$ cat src/rtl/microwave_pkg.sv
// Shared types and constants for the microwave timer block.
// Latency: n/a (declarations only).
// Backpressure: n/a (declarations only).
package microwave_pkg;

  // Width of one BCD digit
  localparam int DIGIT_W = 4;

  // Largest legal value of a ones digit and of a tens-of-seconds digit
  localparam logic [DIGIT_W-1:0] BCD_MAX_ONES = 4'd9;
  localparam logic [DIGIT_W-1:0] BCD_MAX_TENS = 4'd5;

  typedef enum logic [1:0] {
    IDLE  = 2'd0,
    RUN   = 2'd1,
    PAUSE = 2'd2,
    DONE  = 2'd3
  } state_t;

endpackage

$ cat src/rtl/microwave_timer_tick_gen.sv
// Prescaler producing a one-cycle tick every TICK_DIV enabled cycles.
// Latency: tick is combinational from the count register; first tick TICK_DIV enabled cycles after restart.
// Backpressure: none; i_en low freezes the count, i_restart clears it (restart wins over enable).
//
// Ports:
//   clk, rst_n  clock, asynchronous active-low reset
//   i_en        count enable; the count holds while low
//   i_restart   synchronous clear of the count to 0
//   o_tick      high for the enabled cycle in which the count equals TICK_DIV-1
//
// TICK_DIV must be at least 2.
module tick_gen #(
  parameter int TICK_DIV = 100
) (
  input  logic clk,
  input  logic rst_n,
  input  logic i_en,
  input  logic i_restart,
  output logic o_tick
);

  localparam int CW = $clog2(TICK_DIV);
  localparam logic [CW-1:0] LAST = CW'(TICK_DIV - 1);

  logic [CW-1:0] r_cnt;

  always_ff @(posedge clk or negedge rst_n) begin
    if (!rst_n) begin
      r_cnt <= '0;
    end else if (i_restart) begin
      r_cnt <= '0;
    end else if (i_en) begin
      r_cnt <= (r_cnt == LAST) ? '0 : r_cnt + 1'b1;
    end
  end

  assign o_tick = i_en && (r_cnt == LAST);

endmodule

$ cat src/rtl/microwave_timer.sv
// Microwave time-keeping core: keypad M:SS entry, 1 s BCD countdown, door/start/stop state machine.
// Latency: every output is registered; an input strobe is reflected one cycle after it is sampled.
// Backpressure: none; strobes are acted on in the cycle they appear, lower-priority events are dropped.
//
// Ports:
//   clk, rst_n            clock, asynchronous active-low reset
//   key_valid, key_digit  keypad strobe and BCD digit (accepted in IDLE only)
//   start, stop, clear    one-cycle control strobes
//   door_closed           door level, 1 = shut
//   min, sec_tens, sec_ones  displayed time, BCD
//   mag_on                magnetron enable, high only in RUN
//   done                  high while in DONE
module microwave_timer
  import microwave_pkg::*;
#(
  parameter int TICK_DIV = 100
) (
  input  logic               clk,
  input  logic               rst_n,
  input  logic               key_valid,
  input  logic [DIGIT_W-1:0] key_digit,
  input  logic               start,
  input  logic               stop,
  input  logic               clear,
  input  logic               door_closed,
  output logic [DIGIT_W-1:0] min,
  output logic [DIGIT_W-1:0] sec_tens,
  output logic [DIGIT_W-1:0] sec_ones,
  output logic               mag_on,
  output logic               done
);

  state_t r_state, w_state_nxt;

  logic [DIGIT_W-1:0] r_min, r_tens, r_ones;
  logic [DIGIT_W-1:0] w_min_nxt, w_tens_nxt, w_ones_nxt;
  logic [DIGIT_W-1:0] w_dec_min, w_dec_tens, w_dec_ones;
  logic               r_mag_on, r_done;
  logic               w_tick, w_time_zero, w_dec_zero, w_door_open;
  logic               w_run_ok, w_tick_en, w_restart, w_key_ok;

  assign w_door_open = ~door_closed;
  assign w_time_zero = (r_min == '0) && (r_tens == '0) && (r_ones == '0);

  // No clear, stop or door-open this cycle: the lower-priority actions may proceed
  assign w_run_ok = ~clear & ~stop & door_closed;

  // Prescaler freezes on the cycle RUN is left, so a pause resumes mid-second
  assign w_tick_en = (r_state == RUN) && w_run_ok;
  assign w_restart = (r_state == IDLE) && w_run_ok && start && !w_time_zero;

  // Rejecting a key while sec_ones > 5 keeps the shifted sec_tens within 0-5
  assign w_key_ok = (key_digit <= BCD_MAX_ONES) && (r_ones <= BCD_MAX_TENS);

  tick_gen #(
    .TICK_DIV (TICK_DIV)
  ) u_tick_gen (
    .clk       (clk),
    .rst_n     (rst_n),
    .i_en      (w_tick_en),
    .i_restart (w_restart),
    .o_tick    (w_tick)
  );

  // BCD decrement with borrow from ones into tens into minutes
  always_comb begin
    w_dec_min  = r_min;
    w_dec_tens = r_tens;
    w_dec_ones = r_ones;
    if (r_ones != '0) begin
      w_dec_ones = r_ones - 1'b1;
    end else begin
      w_dec_ones = BCD_MAX_ONES;
      if (r_tens != '0) begin
        w_dec_tens = r_tens - 1'b1;
      end else begin
        w_dec_tens = BCD_MAX_TENS;
        w_dec_min  = r_min - 1'b1;
      end
    end
  end

  assign w_dec_zero = (w_dec_min == '0) && (w_dec_tens == '0) && (w_dec_ones == '0);

  // Next state and digits; each if-chain follows clear > stop > door open > start > key
  always_comb begin
    w_state_nxt = r_state;
    w_min_nxt   = r_min;
    w_tens_nxt  = r_tens;
    w_ones_nxt  = r_ones;
    case (r_state)
      IDLE: begin
        if (clear) begin
          w_min_nxt  = '0;
          w_tens_nxt = '0;
          w_ones_nxt = '0;
        end else if (stop || w_door_open) begin
          // nothing to stop; an open door blocks start and key entry
        end else if (start) begin
          if (!w_time_zero) w_state_nxt = RUN;
        end else if (key_valid && w_key_ok) begin
          w_min_nxt  = r_tens;
          w_tens_nxt = r_ones;
          w_ones_nxt = key_digit;
        end
      end
      RUN: begin
        if (clear) begin
          w_state_nxt = IDLE;
          w_min_nxt   = '0;
          w_tens_nxt  = '0;
          w_ones_nxt  = '0;
        end else if (stop || w_door_open) begin
          w_state_nxt = PAUSE;
        end else if (w_tick) begin
          w_min_nxt  = w_dec_min;
          w_tens_nxt = w_dec_tens;
          w_ones_nxt = w_dec_ones;
          if (w_dec_zero) w_state_nxt = DONE;
        end
      end
      PAUSE: begin
        if (clear || stop) begin
          w_state_nxt = IDLE;
          w_min_nxt   = '0;
          w_tens_nxt  = '0;
          w_ones_nxt  = '0;
        end else if (w_door_open) begin
          // door movement alone does not resume or cancel
        end else if (start) begin
          w_state_nxt = RUN;
        end
      end
      DONE: begin
        w_min_nxt  = '0;
        w_tens_nxt = '0;
        w_ones_nxt = '0;
        if (clear || stop || w_door_open) w_state_nxt = IDLE;
      end
      default: begin
        w_state_nxt = IDLE;
        w_min_nxt   = '0;
        w_tens_nxt  = '0;
        w_ones_nxt  = '0;
      end
    endcase
  end

  always_ff @(posedge clk or negedge rst_n) begin
    if (!rst_n) begin
      r_state  <= IDLE;
      r_min    <= '0;
      r_tens   <= '0;
      r_ones   <= '0;
      r_mag_on <= 1'b0;
      r_done   <= 1'b0;
    end else begin
      r_state  <= w_state_nxt;
      r_min    <= w_min_nxt;
      r_tens   <= w_tens_nxt;
      r_ones   <= w_ones_nxt;
      r_mag_on <= (w_state_nxt == RUN);
      r_done   <= (w_state_nxt == DONE);
    end
  end

  assign min      = r_min;
  assign sec_tens = r_tens;
  assign sec_ones = r_ones;
  assign mag_on   = r_mag_on;
  assign done     = r_done;

endmodule

$ cat config.mk
export PLATFORM = sky130hd
export DESIGN_NAME = microwave_timer
export DESIGN_NICKNAME = d
export VERILOG_FILES = /design/src/rtl/microwave_pkg.sv /design/src/rtl/microwave_timer_tick_gen.sv /design/src/rtl/microwave_timer.sv
export SDC_FILE = /design/constraint.sdc
export NUM_CORES = 1
export LEC_CHECK = 0
export BUFFER_PORTS_ARGS = -buffer_cell sky130_fd_sc_hd__buf_2
export CAP_MARGIN = 30
export CORE_UTILIZATION = 56
export CTS_CLUSTER_DIAMETER = 30
export DETAILED_ROUTE_END_ITERATION = 6
export PLACE_DENSITY = 0.79
export SYNTH_ARGS = -nofsm -noshare
export SYNTH_HDL_FRONTEND = slang
export SYNTH_SLANG_ARGS = --single-unit
$ cat constraint.sdc
create_clock -name clk -period 2.8 [get_ports clk]
set_clock_uncertainty 0.15 [all_clocks]
set_input_delay 0 -clock clk [delete_from_list [all_inputs] [get_ports clk]]
set_output_delay 0 -clock clk [all_outputs]
set_load 0.05 [all_outputs]
After elaboration in Yosys (flattened, before gate mapping)
Index checks and enable logic that the tools add are counted.
{ "totals": {"inputBits": 11, "output_inout_bits": 14, "ff_bits": 23} }
{ "classes": {"reduce_logical": 26, "addsub": 4, "bitwise": 5, "muxes": 46, "order_cmp": 2, "eq_ne": 12} }
{ "op_table": {"columns": ["op", "count"], "rows": [
  ["$mux W4", 27],
  ["$pmux W4 S4", 3],
  ["$logic_not A4 Y1", 6],
  ["$mux W2", 12],
  ["$mux W7", 3],
  ["$sub A4 B1 Y4 const B", 3],
  ["$logic_and A1 B1 Y1", 11],
  ["$ne A3 B3 Y1 const B", 3],
  ["$pmux W2 S4", 1],
  ["$reduce_bool A4 Y1", 2],
  ["$add A7 B1 Y7 const B", 1],
  ["$eq A7 B7 Y1 const B", 1],
  ["$eq A2 B2 Y1 const B", 3],
  ["$ne A3 B2 Y1 const B", 2],
  ["$reduce_and A6 Y1", 1],
  ["$eq A2 B1 Y1 const B", 2],
  ["$le A4 B3 Y1 const B", 1],
  ["$le A4 B4 Y1 const B", 1],
  ["$logic_or A1 B1 Y1", 3],
  ["$not A1 Y1", 3],
  ["$and A1 B1 Y1", 2],
  ["$logic_not A2 Y1", 1],
  ["$ne A2 B2 Y1 const B", 1],
  ["$reduce_bool A2 Y1", 1],
  ["$logic_not A1 Y1", 1]
]} }

Depth between registers and ports, before layout
Gate-level depths: netlist of the first run.
{ "depth": {"word_depth": 12, "depth_mapped": 6} }

By module
A second synthesis of the first run with hierarchy kept.
{ "hier_totals": {"hier_cells": 169, "area_unflattened_um2": 1524.0} }
{ "by_module_without_submodules": {"columns": ["mod", "seq_area_each_um2", "cells_per_inst", "area_per_inst_um2", "n_inst"], "rows": [
  ["microwave_timer", 400.4, 125, 1111.1, 1],
  ["tick_gen", 175.2, 44, 412.9, 1]
]} }

Least setup slack after synthesis of the first run
No wires, ideal clock.
{ "synth_timing": {"path_kind": "reg-to-reg", "start": "reg r_ones[0], in the netlist sec_ones[0]", "end": "reg r_tens[2], in the netlist sec_tens[2]", "stages_incl_launch_ff": 6, "required_time_ps": 2524, "setup_slack_ps": 369, "setup_time_ps": 126, "path_buffers": 1, "t_arrival_ps": 2155, "path_cell_list": "dfrtp_1 > buf_6 > or4_4 > or3_4 > a32o_1 > a221o_1"} }
{ "synth_via": {"elab_chain_cells": 6, "word_cells_on_any_way": 11} }
{ "synth_rtl": {"columns": ["item", "line", "text"], "rows": [
  ["start, declared", "microwave_timer.sv:35", "logic [DIGIT_W-1:0] r_min, r_tens, r_ones;"],
  ["start signal, assigned", "microwave_timer.sv:161", "r_ones <= w_ones_nxt;"],
  ["parallel branches: the longest is 6 deep, another holds $le A4 B3 Y1", null, null],
  ["end signal, assigned", "microwave_timer.sv:160", "r_tens <= w_tens_nxt;"],
  ["end, declared", "microwave_timer.sv:35", null]
]} }
Several ways; the timed one is not identified. The select of a mux whose other input is x is not followed.
A chain may end at the register's enable or synchronous reset.

Worst setup path in the final report of the first run
{ "layout_timing": {"start": "reg r_state[0]", "end": "reg r_state[1]"} }
{ "layout_via": {"elab_chain_cells": 7, "word_cells_on_any_way": 10} }
{ "layout_rtl": {"columns": ["item", "line", "text"], "rows": [
  ["start, declared", "microwave_timer.sv:33", "state_t r_state, w_state_nxt;"],
  ["start signal, assigned", "microwave_timer.sv:158", "r_state <= w_state_nxt;"],
  ["$eq A2 B1 Y1", "microwave_timer.sv:49, microwave_timer.sv:91", null],
  ["$logic_and A1 B1 Y1", "microwave_timer.sv:49", "assign w_tick_en = (r_state == RUN) && w_run_ok;"],
  ["$logic_and A1 B1 Y1", "microwave_timer_tick_gen.sv:37", "assign o_tick = i_en && (r_cnt == LAST);"],
  ["$mux W2", "microwave_timer.sv:115", "end else if (w_tick) begin"],
  ["$mux W2", "microwave_timer.sv:113", "end else if (stop || w_door_open) begin"],
  ["$mux W2", "microwave_timer.sv:108", "if (clear) begin"],
  ["$pmux W2 S4 (*)", "microwave_timer.sv:91", "case (r_state)"],
  ["via w_state_nxt[1]", "microwave_timer.sv:33", null]
]} }
Mark *: on every way through the listed nets, which the timed path passes. The rest lies on a longest branch.

==> metrics.yaml, run 1 <==
setup_path:
  crit_arrival_ns: 2.41
  crit_path_start_kind: "flip-flop"
  crit_path_kind: "flip-flop to flip-flop"
  critical_path_required_ns: 2.93
  worstPathMaxFanout: 11
  critPathCaptureType: "flip-flop"
synthesis:
  area_of_the_mapped_netlist_sq_mm: 0.00158
  syn_nets: 196
  asyncSetResetFlopFracSynth_pct: 100
  syn-instance-count: 182
  syn_area_per_cell_sq_um: 8.66
  synthFlopType: "dfrtp_1"
  top_cells_by_instance_count_after_synthesis: "23 x dfrtp_1, 15 x nand2_1, 15 x nor2_1, 12 x a31oi_1, 12 x o21ai_0"
  yosys.area.top_type_share_pct: 36.5
  postSynthRegisterBits: 23
  synthMostInstantiatedCell: "dfrtp_1"
  yosys_warnings: 0
  synth_enable_flop_cells: 0
  synth-seq-area-share_pct: 36.5
  synth.largest_area_cell: "dfrtp_1"
  synthDistinctLibCells: 51
  synth_top_cells_by_area: "dfrtp_1 37%, a31oi_1 4.8%, o21ai_0 3.8%"
global_route:
  grt_ovf: 0
  globalRouteTotalUtil_pct: 30.4
  pin_count_of_the_biggest_net_entering_global_routing: 24
  number_of_global_route_vias_before_repair: 1394
  initial_antenna_violation_count: 0
  first_pass_grt_wire_length_microns: 6480
pwr:
  proportion_of_total_power_due_to_net_switching_pct: 42.1
  totalPowerFinal_mw: 0.906
  leakagePower_nw: 0.795
  power.ir.vdd_worst_v: 0.000442
  share_comb_of_total_power_pct: 36.2
  seq_power_share_pct: 45.6
  net-switching-power_mw: 0.381
  clock_power_share_pct: 18.2
  cell_internal_pwr_mw: 0.525
  power_per_cell_area_mw_per_mm2: 495
detailed_routing:
  vias_per_cell: 6.91
  routed_wl_microns: 4150
  wl_per_cell_microns: 17.1
  drt_iter0_drc: 123
  via_count: 1673
  route.detailed.drc: 0
  drt_first_pass_iters: 5
  drt.antenna.violating_nets: 0
timing:
  rsz0062_at_grt: "false"
  finalHoldViolCount: 0
  report.final.setup_viol: 0
  worst_slew_margin_pct: 64.4
  timing.final.crit_period_ns: 2.28
  hold_slack_ns: 0.000177
  period_utilization_pct: 81.3
  timing_worst_slew_pin_value_ns: 0.533
  fmax_mhz: 439
  setup-tns-final_ns: 0
  maxSlewViolCount: 0
cts:
  cts_root_buffer: "clkbuf_4"
  cts_htree_levels: 1
  number_of_buffers_inserted_during_clock_tree_synthesis: 3
  clkSinkCount: 23
  post_cts_resized: 0
  clock_path_buffers: 2
  cts.clk_slew.worst_paths_ns: 0.13
  tritoncts: "done"
  clkLatencyLatePin_ns: 0.33
die:
  core.rowCount: 18
  initial_cell_density_of_the_core_pct: 61.4
  floorplan.die_area_sq_mm: 0.00303
  die_height_microns: 55.1
  core_sq_mm: 0.00257
  die_width_microns: 55.1
  io_pins: 25
outcome:
  outcome: "complete, no violations"
place:
  dp.final_hpwl_microns: 2830
  place.gp.congestion: 0.893
  io_buffers: 24
finish:
  total_nets_final: 227
  postLayoutCoreUtil_pct: 71.3
  drive_gt1_share_pct: 21.2
  num_antenna_cells: 0
  syn_to_final_growth_pct: 16.1
job:
  drv_cap: 0
worst_hold_path:
  hold_crit_class: "input pin to asynchronous set/reset pin"
## placed cells by master, fill, tap and decap left out, types with 5 or more instances in the layout
cell and instances:
inv_1 5, nor2_1 15, nand2_1 15, dfrtp_1 23, buf_2 24, dlygate4sd3_1 9, a31oi_1 12, a21oi_1 6
nor4_1 5, nand3_1 8, o21ai_0 12
## worst max-delay path, cell delays in order, from the launching register on
cell and delay, ns:
dfrtp_1 0.52, inv_1 0.10, a31oi_1 0.13, dlygate4sd3_1 0.57, o211ai_1 0.12, dlygate4sd3_1 0.59
nand2_1 0.06
## sequential cells by signal (all words and copies together) (netlist names)
| name | flops |
|---|---|
| done | 1 |
| mag_on | 1 |
| min | 4 |
| r_state | 2 |
| sec_ones | 4 |
| sec_tens | 4 |
| u_tick_gen.r_cnt | 7 |
## cell families (layout without fill, tap and decap cells)
group                      Yosys count  after routing  share of synthesized area, %
DFF                                 23             23                          36.5
AOI/OAI and AO/OA                   59             59                          27.0
xor gates and xnor gates             2              2                          1.11
muxes                                1              1                         0.714
buffers and inverters               16             46                          4.44
and+or+nand+nor                     78             78                          27.9
adders and majority gates            3              3                          2.38
## worst paths after layout
check,start,cells after the start,slack (ns),end
worst min register to register,u_tick_gen.r_cnt[6]$_DFFE_PN0P_,1,0.35,u_tick_gen.r_cnt[6]$_DFFE_PN0P_
worst min-delay path,rst_n,2,0.0002,done$_DFF_PN0_
max in group asynchronous,rst_n,2,2.15,sec_tens[3]$_DFFE_PN0P_
min in group clk,stop,4,0.02,sec_ones[2]$_DFFE_PN0P_
worst max register to register,r_state[0]$_DFF_PN0_,6,0.52,r_state[1]$_DFF_PN0_
worst max-delay path,r_state[0]$_DFF_PN0_,6,0.52,r_state[1]$_DFF_PN0_
## timing repair
item | CTS | global route
hold buffers | 9 | 0
buffers inserted | 0 | 0
hold endpoints to repair | 32 | 0
## power by group through the flow
| stage | Combinational, mW | Clock [mW] | Sequential [mW] |
|---|---|---|---|
| 2_1_floorplan | 0.165 | 0 | 0.476 |
| 3_3_place_gp | 0.311 | 0 | 0.414 |
| 3_5_place_dp | 0.313 | 0 | 0.417 |
| 4_1_cts | 0.323 | 0.167 | 0.411 |
| 5_1_grt | 0.353 | 0.177 | 0.419 |
| 6_report | 0.328 | 0.165 | 0.413 |
## area by class of cell
class | instances | area, sq um
timing repair buffer | 37 | 240
multi-input combinational | 143 | 931
sequential | 23 | 576
inverter | 5 | 18.8
clock buffer | 3 | 22.5
fill | 215 | 737
tap | 30 | 37.5
clock inverter | 1 | 5.00
## per-layer routing
layer  track usage (%)  vias to the layer above  wire [microns]
met5                 0                        -               0
met3              3.28                       13             425
li1                  -                      769               -
met1              43.5                      785            1730
met2              46.2                      106            1900
met4              13.3                        0              88
## per-stage QoR
step / std cells / worst slack [ns] / area (sq um)
floorplan: 182 / 0.369 / 1580
global placement: 229 / 0.610 / 1710
detailed placement: 229 / 0.561 / 1710
CTS: 242 / 0.541 / 1830
global route: 242 / 0.397 / 1830
finish: 242 / 0.522 / 1830
No activity file was read; power rests on OpenSTA's default activity.
==> run 2: changes to the inputs <==
--- a/config.mk
+++ b/config.mk
@@ -5,6 +5,7 @@
 export SDC_FILE = /design/constraint.sdc
 export NUM_CORES = 1
 export LEC_CHECK = 0
+export ABC_AREA = 1
 export BUFFER_PORTS_ARGS = -buffer_cell sky130_fd_sc_hd__buf_2
 export CAP_MARGIN = 30
 export CORE_UTILIZATION = 56
==> constraint.sdc (replaced) <==
create_clock -name clk -period 2.2 [get_ports clk]
set_clock_uncertainty 0.15 [all_clocks]
set_input_delay 0 -clock clk [delete_from_list [all_inputs] [get_ports clk]]
set_output_delay 0 -clock clk [all_outputs]
set_load 0.05 [all_outputs]
==> metrics.yaml, run 2 <==
synthesis:
  postSynthRegisterBits: 23  # unchanged
  synthDistinctLibCells: 28  # was 51
  yosys.area.top_type_share_pct: 37.3  # was 36.5%
  synth.largest_area_cell: "dfrtp_1"  # unchanged
  area_of_the_mapped_netlist_sq_mm: 0.00154  # was 0.00158 sq mm
  syn_area_per_cell_sq_um: 7.28  # was 8.66 sq um
  syn_nets: 226  # was 196
  top_cells_by_instance_count_after_synthesis: "51 x nand2_1, 27 x inv_1, 26 x nor2_1, 23 x dfrtp_1, 21 x o21ai_0"  # was 23 x dfrtp_1, 15 x nand2_1, 15 x nor2_1, 12 x a31oi_1, 12 x o21ai_0
  asyncSetResetFlopFracSynth_pct: 100  # unchanged
  synth_top_cells_by_area: "dfrtp_1 37%, nand2_1 12%, o21ai_0 6.8%"  # was dfrtp_1 37%, a31oi_1 4.8%, o21ai_0 3.8%
  synthMostInstantiatedCell: "nand2_1"  # was dfrtp_1
  yosys_warnings: 0  # unchanged
  synth_enable_flop_cells: 0  # unchanged
  synth-seq-area-share_pct: 37.3  # was 36.5%
  syn-instance-count: 212  # was 182
  synthFlopType: "dfrtp_1"  # unchanged
die:
  core.rowCount: 18  # unchanged
  die_width_microns: 54.5  # was 55.1 microns
  io_pins: 25  # unchanged
  core_sq_mm: 0.00254  # was 0.00257 sq mm
  floorplan.die_area_sq_mm: 0.00297  # was 0.00303 sq mm
  initial_cell_density_of_the_core_pct: 60.6  # was 61.4%
  die_height_microns: 54.5  # was 55.1 microns
global_route:
  grt_ovf: 0  # unchanged
  global_route.peak_usage_layer: "met2"  # unchanged
  initial_antenna_violation_count: 0  # unchanged
  grt.met1_usage_pct: 36.3  # was 43.5%
  number_of_global_route_vias_before_repair: 1190  # was 1394
  gr-usage-met3_pct: 2.78  # was 3.28%
  use_met2_pct: 38.8  # was 46.2%
  pin_count_of_the_biggest_net_entering_global_routing: 24  # unchanged
  globalRouteTotalUtil_pct: 25.1  # was 30.4%
  first_pass_grt_wire_length_microns: 5360  # was 6480 microns
timing:
  worst_slew_margin_pct: 66.5  # was 64.4%
  fmax_mhz: 519  # was 439 MHz
  report.final.setup_viol: 0  # unchanged
  timing_worst_slew_pin_value_ns: 0.503  # was 0.533 ns
  rsz0062_at_grt: "false"  # unchanged
  timing.final.crit_period_ns: 1.93  # was 2.28 ns
  period_utilization_pct: 87.6  # was 81.3%
  setup-tns-final_ns: 0  # unchanged
  finalHoldViolCount: 0  # unchanged
  maxSlewViolCount: 0  # unchanged
cts:
  cts_htree_levels: 1  # unchanged
  clkSinkCount: 23  # unchanged
  post_cts_resized: 0  # unchanged
  clkLatencyLatePin_ns: 0.31  # was 0.33 ns
  clock_path_buffers: 2  # unchanged
  cts_root_buffer: "clkbuf_4"  # unchanged
  tritoncts: "done"  # unchanged
  post_cts_buffers: 0  # unchanged
  cts.clk_slew.worst_paths_ns: 0.14  # was 0.13 ns
  number_of_buffers_inserted_during_clock_tree_synthesis: 3  # unchanged
setup_path:
  worstPathMaxFanout: 7  # was 11
  worstReg2RegStart: "sec_ones[3]$_DFFE_PN0P_"  # was r_state[0]$_DFF_PN0_
  critPathCaptureType: "flip-flop"  # unchanged
  crit_path_start_kind: "flip-flop"  # unchanged
  critical_path.max_stage_delay_ns: 0.46  # was 0.59 ns
  crit_path_kind: "flip-flop to flip-flop"  # unchanged
  critPathSlowestCell: "dfrtp_1"  # was dlygate4sd3_1
  worst_path_most_repeated_cell: "nand2_1"  # was dlygate4sd3_1
  timing.critical_path.from: "sec_ones[3]$_DFFE_PN0P_"  # was r_state[0]$_DFF_PN0_
  crit_arrival_ns: 2.03  # was 2.41 ns
  critical_path_required_ns: 2.30  # was 2.93 ns
  critical_path.cell_chain: "nor2_2 > nand2_4 > nor2_8 > nand2_1 > xor2_1 > inv_1 > nand3_1 > nand2_1 > nor2_1"  # was inv_1 > a31oi_1 > dlygate4sd3_1 > o211ai_1 > dlygate4sd3_1 > nand2_1
worst_hold_path:
  hold_crit_class: "input pin to asynchronous set/reset pin"  # unchanged
finish:
  multiInputGateArea_sq_um: 826  # was 931 sq um
  drive_gt1_share_pct: 18.3  # was 21.2%
  layout_common_cells: "51 x nand2_1, 27 x inv_1, 26 x nor2_1, 24 x buf_2, 23 x dfrtp_1"  # was 24 x buf_2, 23 x dfrtp_1, 15 x nor2_1, 15 x nand2_1
  layout_commonest_cell: "nand2_1"  # was buf_2
  layoutNonFillerInstCount: 276  # was 242
  largest_register: "u_tick_gen.r_cnt"  # unchanged
  sequential_cell_area_sq_um: 576  # unchanged
  num_antenna_cells: 0  # unchanged
  max_ffs_per_register: 7  # unchanged
  total_nets_final: 261  # was 227
  filler_cell_count: 231  # was 215
  syn_to_final_growth_pct: 15.6  # was 16.1%
detailed_routing:
  drt.antenna.violating_nets: 0  # unchanged
  via_count: 1444  # was 1673
  drt_first_pass_iters: 4  # was 5
  route.detailed.drc: 0  # unchanged
  wl_per_cell_microns: 11.9  # was 17.1 microns
  routed_wl_microns: 3290  # was 4150 microns
  vias_per_cell: 5.23  # was 6.91
  drt_iter0_drc: 47  # was 123
place:
  io_buffers: 24  # unchanged
  dp_cells: 265  # was 229
  place.gp.congestion: 0.887  # was 0.893
  dp.final_hpwl_microns: 2450  # was 2830 microns
pwr:
  totalPowerFinal_mw: 1.31  # was 0.906 mW
  power.ir.vdd_worst_v: 0.000542  # was 0.000442 V
  leakagePower_nw: 0.906  # was 0.795 nW
  power_per_cell_area_mw_per_mm2: 732  # was 495 mW/mm^2
job:
  drv_cap: 0  # unchanged
outcome:
  outcome: "complete, no violations"  # unchanged
[run 2: cell count changes in the layout (fill, tap and decap cells not counted), sizes merged, moves of 4 or more]
cell	previous run	this run
o211ai	4	0
nor2	15	30
nand2	15	55
nor2b	4	0
o22ai	0	4
a32oi	4	0
inv	5	28
a31oi	12	0
nor4	6	0
nand3	8	16
o21ai	12	24
or3	5	0
[run 2: path summary, 6_finish.rpt]
check                                             endpoint  slack [ns]  cells past startpoint
max                                       mag_on$_DFF_PN0_        0.27                      9
min reg2reg                             min[3]$_DFFE_PN0P_        0.37                      2
min                                sec_tens[2]$_DFFE_PN0P_        0.01                      2
min in group clk                      r_state[0]$_DFF_PN0_        0.01                      4
max reg2reg                               mag_on$_DFF_PN0_        0.27                      9
max in group asynchronous  u_tick_gen.r_cnt[1]$_DFFE_PN0P_        1.55                      2
[run 2: metal layers]
layer,up-vias,share of wire [%]
met3,4,3.5
met5,-,0
li1,755,-
met1,647,52
met2,38,44
met4,0,0.73
[run 2: cell type report]
type	count	share of cell area (%)
multi-input combinational	157	46.3
sequential	23	32.3
timing repair buffer	33	11.5
inverter	29	6.25
tap	30	2.11
clock buffer	3	1.26
clock inverter	1	0.281
[run 2: cell families after synthesis]
family,Yosys count,share of synthesized area [%]
and+or+nand+nor,111,35.3
AOI/OAI and AO/OA,39,13.5
buffers and inverters,32,9.16
DFF,23,37.3
xor gates and xnor gates,4,2.27
adders and majority gates,3,2.43
[run 2: critical path, delay by kind of cell, from the launching register on]
family | cells | cell delay, ns
xor+xnor | 1 | 0.23
simple gates | 7 | 0.95
buf+inv | 1 | 0.07
flops | 1 | 0.46
[run 2: timing repair]
item / 4_1_cts / 5_1_grt
endpoints found under the setup margin: 0 / 0
hold endpoints to repair: 28 / 0
hold buffers: 7 / 0
[run 2: through the flow]
step / hold WS [ns] / utilization, % / setup WS, ns / instance area (sq um)
6_report: 0.0120 / 70.1 / 0.274 / 1780
2_1_floorplan: -0.446 / - / 0.270 / 1540
3_5_place_dp: -0.147 / 66.2 / 0.313 / 1690
4_1_cts: 0.00478 / 70.1 / 0.278 / 1780
3_3_place_gp: -0.151 / 66.2 / 0.327 / 1690
5_1_grt: 0.0210 / 70.1 / 0.104 / 1780
[run 2: power breakdown]
part           total (mW)  leakage [nW]  internal, mW  switching, mW
registers           0.554         0.311         0.485         0.0697
clock network       0.202        0.0177        0.0680          0.134
logic               0.549         0.578         0.170          0.380
total                1.31         0.906         0.722          0.584
